$ cat config.mk
export PLATFORM = sky130hd
export DESIGN_NAME = seg_sequencer
export DESIGN_NICKNAME = d
export VERILOG_FILES = /design/src/rtl/seg_sequencer.sv
export SDC_FILE = /design/constraint.sdc
export NUM_CORES = 1
export LEC_CHECK = 0
export BUFFER_PORTS_ARGS = -buffer_cell sky130_fd_sc_hd__buf_4
export CAP_MARGIN = 40
export CORE_UTILIZATION = 62
export DETAILED_ROUTE_END_ITERATION = 6
export PLACE_DENSITY_LB_ADDON = 0.12
export SLEW_MARGIN = 30
export SYNTH_ARGS = -nofsm -noshare
export SYNTH_HDL_FRONTEND = slang
export SYNTH_SLANG_ARGS = --single-unit
$ cat constraint.sdc
create_clock -name clk -period 6.2 [get_ports clk]
set_input_delay 0 -clock clk [delete_from_list [all_inputs] [get_ports clk]]
set_output_delay 0 -clock clk [all_outputs]
set_load 0.005 [all_outputs]
$ cat src/rtl/seg_sequencer.sv
// seg_sequencer: power-up sequencer for the balance loop.
//
// Brings the balance loop out of OFF into a soft-start ramp (SOFT), holds it in RUN once the
// ramp completes, and latches an overspeed FAULT after TF_LIMIT consecutive too_fast cycles.
// Every output comes from a register or is decoded from the state register, so no input
// reaches an output within the same cycle.
//
// Parameters:
//   SS_DIV    - clock cycles per ss_tmr increment (1..65535)
//   TF_LIMIT  - consecutive too_fast cycles that trigger a fault (1..255)
//   STEER_DLY - cycles en_steer_req must stay high before en_steer asserts (1..255,
//               used only when SEG_STEER_DELAY_EN is defined)
//
// Build option:
//   SEG_STEER_DELAY_EN - when defined, en_steer is qualified by STEER_DLY consecutive
//                        en_steer_req cycles in RUN; otherwise en_steer follows en_steer_req
//                        in RUN with one cycle of latency.
//
// Ports:
//   clk          in   sole clock, rising edge
//   rst_n        in   synchronous active-low reset
//   pwr_req      in   request to power the balance loop
//   too_fast     in   overspeed flag from the balance math
//   en_steer_req in   steering enable request from rider-weight logic
//   pwr_up       out  motor drive enable (SOFT and RUN)
//   ss_tmr[7:0]  out  soft-start ramp value
//   en_steer     out  steering enable (RUN only)
//   flt          out  overspeed fault latched (FAULT only)

module seg_sequencer #(
    parameter int unsigned SS_DIV    = 16,
    parameter int unsigned TF_LIMIT  = 8,
    parameter int unsigned STEER_DLY = 32
) (
    input  logic       clk,
    input  logic       rst_n,
    input  logic       pwr_req,
    input  logic       too_fast,
    input  logic       en_steer_req,
    output logic       pwr_up,
    output logic [7:0] ss_tmr,
    output logic       en_steer,
    output logic       flt
);

    // Elaboration-time range checks on the configuration.
    if (SS_DIV < 1 || SS_DIV > 65535) begin : g_bad_ss_div
        $error("seg_sequencer: SS_DIV out of range");
    end
    if (TF_LIMIT < 1 || TF_LIMIT > 255) begin : g_bad_tf_limit
        $error("seg_sequencer: TF_LIMIT out of range");
    end
    if (STEER_DLY < 1 || STEER_DLY > 255) begin : g_bad_steer_dly
        $error("seg_sequencer: STEER_DLY out of range");
    end

    typedef enum logic [1:0] {
        StOff,
        StSoft,
        StRun,
        StFault
    } state_e;

    localparam logic [15:0] PreMax = 16'(SS_DIV - 1);
    localparam logic [7:0]  TfMax  = 8'(TF_LIMIT);

    state_e      state_q, state_d;
    logic [15:0] pre_q, pre_d;
    logic [7:0]  ss_q, ss_d;
    logic [7:0]  tf_q, tf_d, tf_inc;
    logic        en_steer_q, en_steer_d;
    logic        active, next_active, pre_wrap, ramp_done, tf_hit;

    always_comb begin
        active    = (state_q == StSoft) || (state_q == StRun);
        // Saturating run length of too_fast while powered.
        tf_inc    = '0;
        if (active && too_fast) begin
            tf_inc = (tf_q >= TfMax) ? TfMax : tf_q + 8'd1;
        end
        tf_hit    = (tf_inc == TfMax);
        pre_wrap  = (pre_q == PreMax);
        ramp_done = (state_q == StSoft) && pre_wrap && (ss_q == 8'hFE);

        // pwr_req=0 is checked first so it wins over a simultaneous fault trigger.
        state_d = state_q;
        unique case (state_q)
            StOff: begin
                if (pwr_req) state_d = StSoft;
            end
            StSoft: begin
                if (!pwr_req)      state_d = StOff;
                else if (tf_hit)   state_d = StFault;
                else if (ramp_done) state_d = StRun;
            end
            StRun: begin
                if (!pwr_req)    state_d = StOff;
                else if (tf_hit) state_d = StFault;
            end
            StFault: begin
                if (!pwr_req) state_d = StOff;
            end
            default: state_d = StOff;
        endcase

        next_active = (state_d == StSoft) || (state_d == StRun);

        // Ramp registers follow the next state so they are already 0 on SOFT entry and on
        // the edge that leaves SOFT/RUN, and already 0xFF on the edge entering RUN.
        pre_d = '0;
        ss_d  = '0;
        case (state_d)
            StSoft: begin
                if (state_q == StSoft) begin
                    pre_d = pre_wrap ? 16'd0 : pre_q + 16'd1;
                    ss_d  = pre_wrap ? ss_q + 8'd1 : ss_q;
                end
            end
            StRun:   ss_d = 8'hFF;
            default: ;
        endcase

        tf_d = next_active ? tf_inc : 8'd0;
    end

`ifdef SEG_STEER_DELAY_EN
    localparam logic [7:0] SteerMax = 8'(STEER_DLY);

    logic [7:0] steer_q, steer_d;

    always_comb begin
        steer_d = '0;
        if ((state_d == StRun) && en_steer_req) begin
            steer_d = (steer_q >= SteerMax) ? SteerMax : steer_q + 8'd1;
        end
        en_steer_d = (steer_d == SteerMax);
    end

    always_ff @(posedge clk) begin
        if (!rst_n) begin
            steer_q <= '0;
        end else begin
            steer_q <= steer_d;
        end
    end
`else
    // Using the next state drops en_steer on the very edge that leaves RUN.
    always_comb begin
        en_steer_d = (state_d == StRun) && en_steer_req;
    end
`endif

    always_ff @(posedge clk) begin
        if (!rst_n) begin
            state_q    <= StOff;
            pre_q      <= '0;
            ss_q       <= '0;
            tf_q       <= '0;
            en_steer_q <= 1'b0;
        end else begin
            state_q    <= state_d;
            pre_q      <= pre_d;
            ss_q       <= ss_d;
            tf_q       <= tf_d;
            en_steer_q <= en_steer_d;
        end
    end

    assign pwr_up   = (state_q == StSoft) || (state_q == StRun);
    assign flt      = (state_q == StFault);
    assign ss_tmr   = ss_q;
    assign en_steer = en_steer_q;

endmodule

# After elaboration in Yosys (flattened, before gate mapping)
# Cells that the tools add are included.
[word_totals]
reg_bits = 35
input_bits = 5
output_inout_bits = 11
elab_cells = 43
[op_classes]
n_addsub = 3
magnitude_cmp = 1
eq_ne = 9
mux = 13
bitwise = 3
n_reduce_logical = 9
[op_table]
columns = ["op", "count"]
rows = [
  ["$mux 8", 4],
  ["$add 16x1->16 const B", 1],
  ["$add 8x1->8 const B", 2],
  ["$eq 16x4->1 const B", 1],
  ["$pmux 8 s2", 1],
  ["$mux 2", 7],
  ["$eq 8x4->1 const B", 1],
  ["$eq 8x8->1 const B", 1],
  ["$ge 8x4->1 const B", 1],
  ["$pmux 2 s4", 1],
  ["$eq 2x2->1 const B", 3],
  ["$eq 2x1->1 const B", 2],
  ["$logic_and 1x1->1", 4],
  ["$reduce_or 4->1", 1],
  ["$ne 3x3->1 const B", 1],
  ["$not 1->1", 3],
  ["$logic_not 2->1", 1],
  ["$logic_or 1x1->1", 2],
  ["$reduce_and 2->1", 1],
]

# Depth between registers and ports, before layout
[logic_depth]
depth_word = 11
depth_mapped = 12
ltp_nobuf = 11

# Least setup slack after synthesis
# No wires, ideal clock.
[synth_timing]
kind = "register -> register"
start = "register tf_q[6]"
end = "register pre_q[8]"
setup_time_ns = 0.064
t_arrival_ns = 2.368
t_required_ns = 6.136
slack_ns = 3.768
stages_incl_launch_ff = 11
n_path_buf = 1
synth_period_minus_slack_ns = 2.432
cell_sequence = "dfxtp_1 or4_1 a311o_1 nand3_1 a31o_2 ha_1 nand2_1 nor2_2 nand2_1 buf_4 nor2_1"
[synth_via]
elab_chain_cells = 10
word_cells_on_any_way = 13
classes_between = "1 x add/sub; 1 x order compare; 2 x eq/ne; 7 x mux; 1 x bitwise; 1 x reduce/logical"
[synth_rtl]
columns = ["element", "line_no", "source"]
rows = [
  ["start: declaration", "70", "logic [7:0] tf_q, tf_d, tf_inc;"],
  ["start signal: assignment", "164", "tf_q <= tf_d;"],
  ["$add 8x1->8 or $ge 8x4->1 (tied branches)", "79", "tf_inc = (tf_q >= TfMax) ? TfMax : tf_q + 8'd1;"],
  ["$mux 8 *", "79", ""],
  ["$mux 8 *", "78", "if (active && too_fast) begin"],
  ["$eq 8x4->1 *", "81", "tf_hit = (tf_inc == TfMax);"],
  ["$mux 2, on equally long branches", "98, 93", ""],
  ["$mux 2, on equally long branches", "97, 92", ""],
  ["$pmux 2 s4 *", "87", "unique case (state_q)"],
  ["$eq 2x1->1 *", "112", "case (state_d)"],
  ["$not 1->1 (no source line) *", "n/a", ""],
  ["$reduce_or 4->1 (no source line) *", "n/a", ""],
  ["end signal: assignment", "162", "pre_q <= pre_d;"],
  ["end: declaration", "68", "logic [15:0] pre_q, pre_d;"],
]
# Every way passes the cells marked *; elsewhere a longest branch is shown, timed or not.
# A chain may end at the register's enable or synchronous reset.

# Worst setup path after layout
[layout_timing]
start = "register state_q[1]"
end = "register ss_q[0], in the netlist ss_tmr[0]"
[layout_via]
elab_chain_cells = 10
word_cells_on_any_way = 23
classes_between = "7 x eq/ne; 11 x mux; 5 x reduce/logical"
[layout_rtl]
columns = ["element", "line_no", "source"]
rows = [
  ["start: declaration", "67", "state_e state_q, state_d;"],
  ["start signal: assignment", "155", "state_q <= StOff;"],
  ["start signal: assignment", "161", "state_q <= state_d;"],
  ["$eq 2x1->1 or $eq 2x2->1 (tied branches)", "n/a", ""],
  ["$logic_or 1x1->1", "75", "active = (state_q == StSoft) || (state_q == StRun);"],
  ["$logic_and 1x1->1", "78", ""],
  ["$mux 8", "78", ""],
  ["$eq 8x4->1", "81", ""],
  ["$mux 2, on equally long branches", "98, 93", ""],
  ["$mux 2, on equally long branches", "97, 92", ""],
  ["$pmux 2 s4", "87", ""],
  ["$eq 2x2->1 or $eq 2x1->1 (tied branches)", "112", ""],
  ["$pmux 8 s2 or $ne 3x3->1 (tied branches)", "n/a", ""],
  ["end signal: assignment", "163", "ss_q <= ss_d;"],
  ["end: declaration", "69", "logic [7:0] ss_q, ss_d;"],
]
# Parallel ways exist; a longest one is shown, timed or not.

==> Implementation_results.wiki <==
{| class="wikitable"
! Metric !! Value
|-
| Number of resized instances in the post-cts repair step || 0
|-
| Total die area || 3080 µm²
|-
| Outcome || finished, final reports clean
|-
| Flip-flop cell with the highest count after synthesis || dfxtp_1
|-
| DIE WIDTH || 55.5 µm
|-
| Type of destination of the critical path || register
|-
| Via count normalized by instance count || between 6 and 7
|-
| HPWL Detailed || about 2600 µm
|-
| EDFF count, synth || 0
|-
| Starting density of the core || 0.648
|-
| Area occupied by registers || between 700 and 800 µm²
|-
| Post-synth top area share || 0.395
|-
| IR Drop Worst-Case VDD || around 0.00038 V
|-
| Total core area || 2730 µm²
|-
| Gate Count Post-Synth || around 200
|-
| Total power density per cell area || 303 nW/µm²
|-
| Number of antenna diodes || 0
|-
| Slew Viols, Final || 0
|-
| Number of setup buffers added after CTS || 0
|-
| Placed instance count || ~250
|-
| Critical path type || reg2reg
|-
| Transition at the pin with the smallest max-transition slack || 0.564 ns
|-
| Number of DRC markers after the initial detailed-route iteration || approximately 110
|-
| Cells taking the most area after synthesis || dfxtp_1 40%, ha_1 7.8%, nor2_1 5.9%
|-
| Post-synth cell types || 45
|-
| Top cell type by total area after synthesis || dfxtp_1
|-
| Max_cap viols || 0
|-
| Area added between synthesis and finish || 15.0%
|-
| Global-route wire length before repair || 6530 µm
|-
| CP Cell Sequence || inv_1 > ha_1 > o21a_1 > a311o_1 > nand2_1 > a31o_2 > ha_1 > nand2_1 > nor2_2 > nand2_1 > o22ai_1
|-
| Startpoint of the most critical hold path || pwr_req
|-
| Post-synthesis cell area || 1770 µm²
|-
| RSZ-0062 raised after global routing || false
|-
| Worst-path fanout max || 16
|-
| Fillers || 230
|-
| Sequential area share after synthesis || 0.395
|-
| Area taken by multi-input logic gates || 1010 µm²
|-
| Worst endpoint data arrival time || 3.34 ns
|-
| Fin crit share || 0.495
|-
| Highest cell delay on the worst timing path || 0.42 ns
|-
| Final count of hold timing violations || 0
|-
| Minimum clock period || 3.07 ns
|-
| Gpl congestion || 0.830
|-
| Startpoint of the worst-slack reg-to-reg timing path || state_q[1]
|-
| Total congestion overflow after global routing || 0
|-
| I/O pins || 16
|-
| H-tree Lvls || 2
|-
| Critical Path Source Type || register
|-
| Clk sinks || 35
|-
| Clock tree buffer depth || 2
|-
| Synthesized area per cell || just under 9 µm²
|-
| Type of the most critical hold path || in2reg
|-
| Post-route DRC violation count || 0
|-
| Area after detailed placement || 1890 µm²
|-
| Most numerous cell in the Yosys netlist || dfxtp_1
|-
| Length in cells of the worst reg-to-reg path || 11
|-
| Number of standard cells in the final layout excluding fillers || approximately 260
|-
| Critical path data required time || around 6.5 ns
|-
| Fin area || 2040 µm²
|-
| Number of nets with antenna violations after routing || 0
|-
| Share of post-route cells with drive strength above 1 || 0.145
|-
| Vias in the first global route || 1436
|-
| Gr usage total || 0.272
|-
| Accumulated negative setup slack || 0 ns
|-
| Synth async-reset ratio || 0
|-
| Count of hold-fix buffers inserted at cts || 4
|-
| Synth warnings || 0
|-
| Max Freq || 0.326 GHz
|-
| Clock slew seen by the registers of the worst setup and hold paths || ~0.11 ns
|-
| Setup slack, reg-to-reg || ~3.1 ns
|-
| Clock latency reported for the late side of the worst-skew pair || 0.35 ns
|-
| Inserted Clock Buffers || 5
|-
| Number of antenna violations at the first check in global routing || 0
|-
| Startpoint of the most critical setup path || state_q[1]
|-
| Clock tree from TritonCTS || yes
|-
| Root Buffer || clkbuf_4
|-
| Final number of setup-violating endpoints || 0
|-
| Die boundary height || roughly 55 µm
|-
| Crit Reg-Reg Endpoint || ss_tmr[0]
|-
| Flops & latches, synth || 35
|-
| Wire length per cell after detailed routing || 14.5 µm
|-
| Slowest CP cell || dfxtp_1
|-
| Crit path to || ss_tmr[0]
|-
| Maximum number of pins on one net before global-route repair || 17
|-
| Total Routed Length || 3750 µm
|-
| Number of detailed-routing iterations run before antenna repair || 4
|-
| Maximum clock skew at final layout || approximately 0.012 ns
|-
| Cell type with the highest occurrence count on the critical path || nand2_1
|-
| Most numerous cell types in the synthesized netlist || 35 x dfxtp_1, 28 x nor2_1, 12 x nand3_1
|-
| Relative slew margins || 0.622
|-
| Leak || 0.000792 µW
|-
| Layout Nets || 242
|-
| Routed via count || 1582
|-
| Input/output buffers || 15
|-
| Placement Rows || 19
|}
[registers in the layout, indices dropped and copies added (netlist names)]
register and count:
state_q 2, ss_tmr 8, en_steer 1, pre_q 16, tf_q 8
[logic make-up (layout without fill, tap and decap cells)]
group | count (synthesis) | after routing | share of synthesized area
flip-flops | 35 | 35 | 0.395
buffers and inverters | 16 | 36 | 0.0431
AO/OA/AOI/OAI | 42 | 42 | 0.160
AND/OR/NAND/NOR | 87 | 87 | 0.262
other | 1 | 4 | 0.00212
XOR/XNOR | 12 | 12 | 0.0593
adder cells (fa/ha/maj) | 11 | 11 | 0.0777
[critical path, delay by kind of cell, from the launching register on]
family / cells / cell delay [ns]
fa+ha+maj: 2 / 0.46
flops: 1 / 0.42
simple gates: 4 / 1.02
buf+inv: 1 / 0.10
compound gates: 4 / 0.99
[area by class of cell]
type	count	area share
Multi-Input combinational cell	156	0.494
Sequential cell	35	0.344
Timing Repair Buffer	19	0.0749
Clock inverter	3	0.0332
Tap cell	31	0.0190
Clock buffer	5	0.0184
Inverter	9	0.0166
[worst min path at each step]
| stage | slack (ns) | to | depth (start not counted) |
|---|---|---|---|
| after floorplan | 0.15 | en_steer | 1 |
| after global placement | 0.23 | en_steer | 2 |
| after detailed placement | 0.24 | en_steer | 2 |
| after CTS | 0.02 | state_q[0] | 3 |
| after global routing | 0.05 | state_q[0] | 3 |
| final | 0.04 | state_q[0] | 3 |
[routing by layer]
metal	track usage	vias up	wire (µm)
met5	0	-	0
met1	0.351	748	1730
li1	-	783	-
met4	0.118	0	69
met3	0.0632	5	171
met2	0.435	46	1780
[through the flow]
| stage | setup slack [ns] | hold WS [ns] | power [µW] | util |
|---|---|---|---|---|
| after floorplan | 3.77 | 0.153 | 362 | - |
| after global placement | 3.44 | 0.234 | 401 | 0.692 |
| after detailed placement | 3.25 | 0.241 | 409 | 0.692 |
| after CTS | 3.22 | 0.0231 | 620 | 0.745 |
| after global routing | 2.94 | 0.0494 | 650 | 0.745 |
| final | 3.13 | 0.0438 | 618 | 0.745 |
[where the power goes]
part | total (µW) | leakage, µW | internal [µW] | switching [µW]
Sequential | 256 | 0.000284 | 238 | 17.9
Combinational | 155 | 0.000457 | 64.2 | 90.8
Clock | 206 | 0.0000514 | 125 | 81.2
[cell usage in the layout, fill, tap and decap left out, types with 8 or more instances in the layout]
cell type	instances
buf_4	15
and3_1	8
xor2_1	9
nand3_1	12
o21ai_0	9
ha_1	11
inv_1	9
nor2_1	28
dfxtp_1	35
a31oi_1	8
nand2_1	11
No activity file was read; power rests on OpenSTA's default activity.
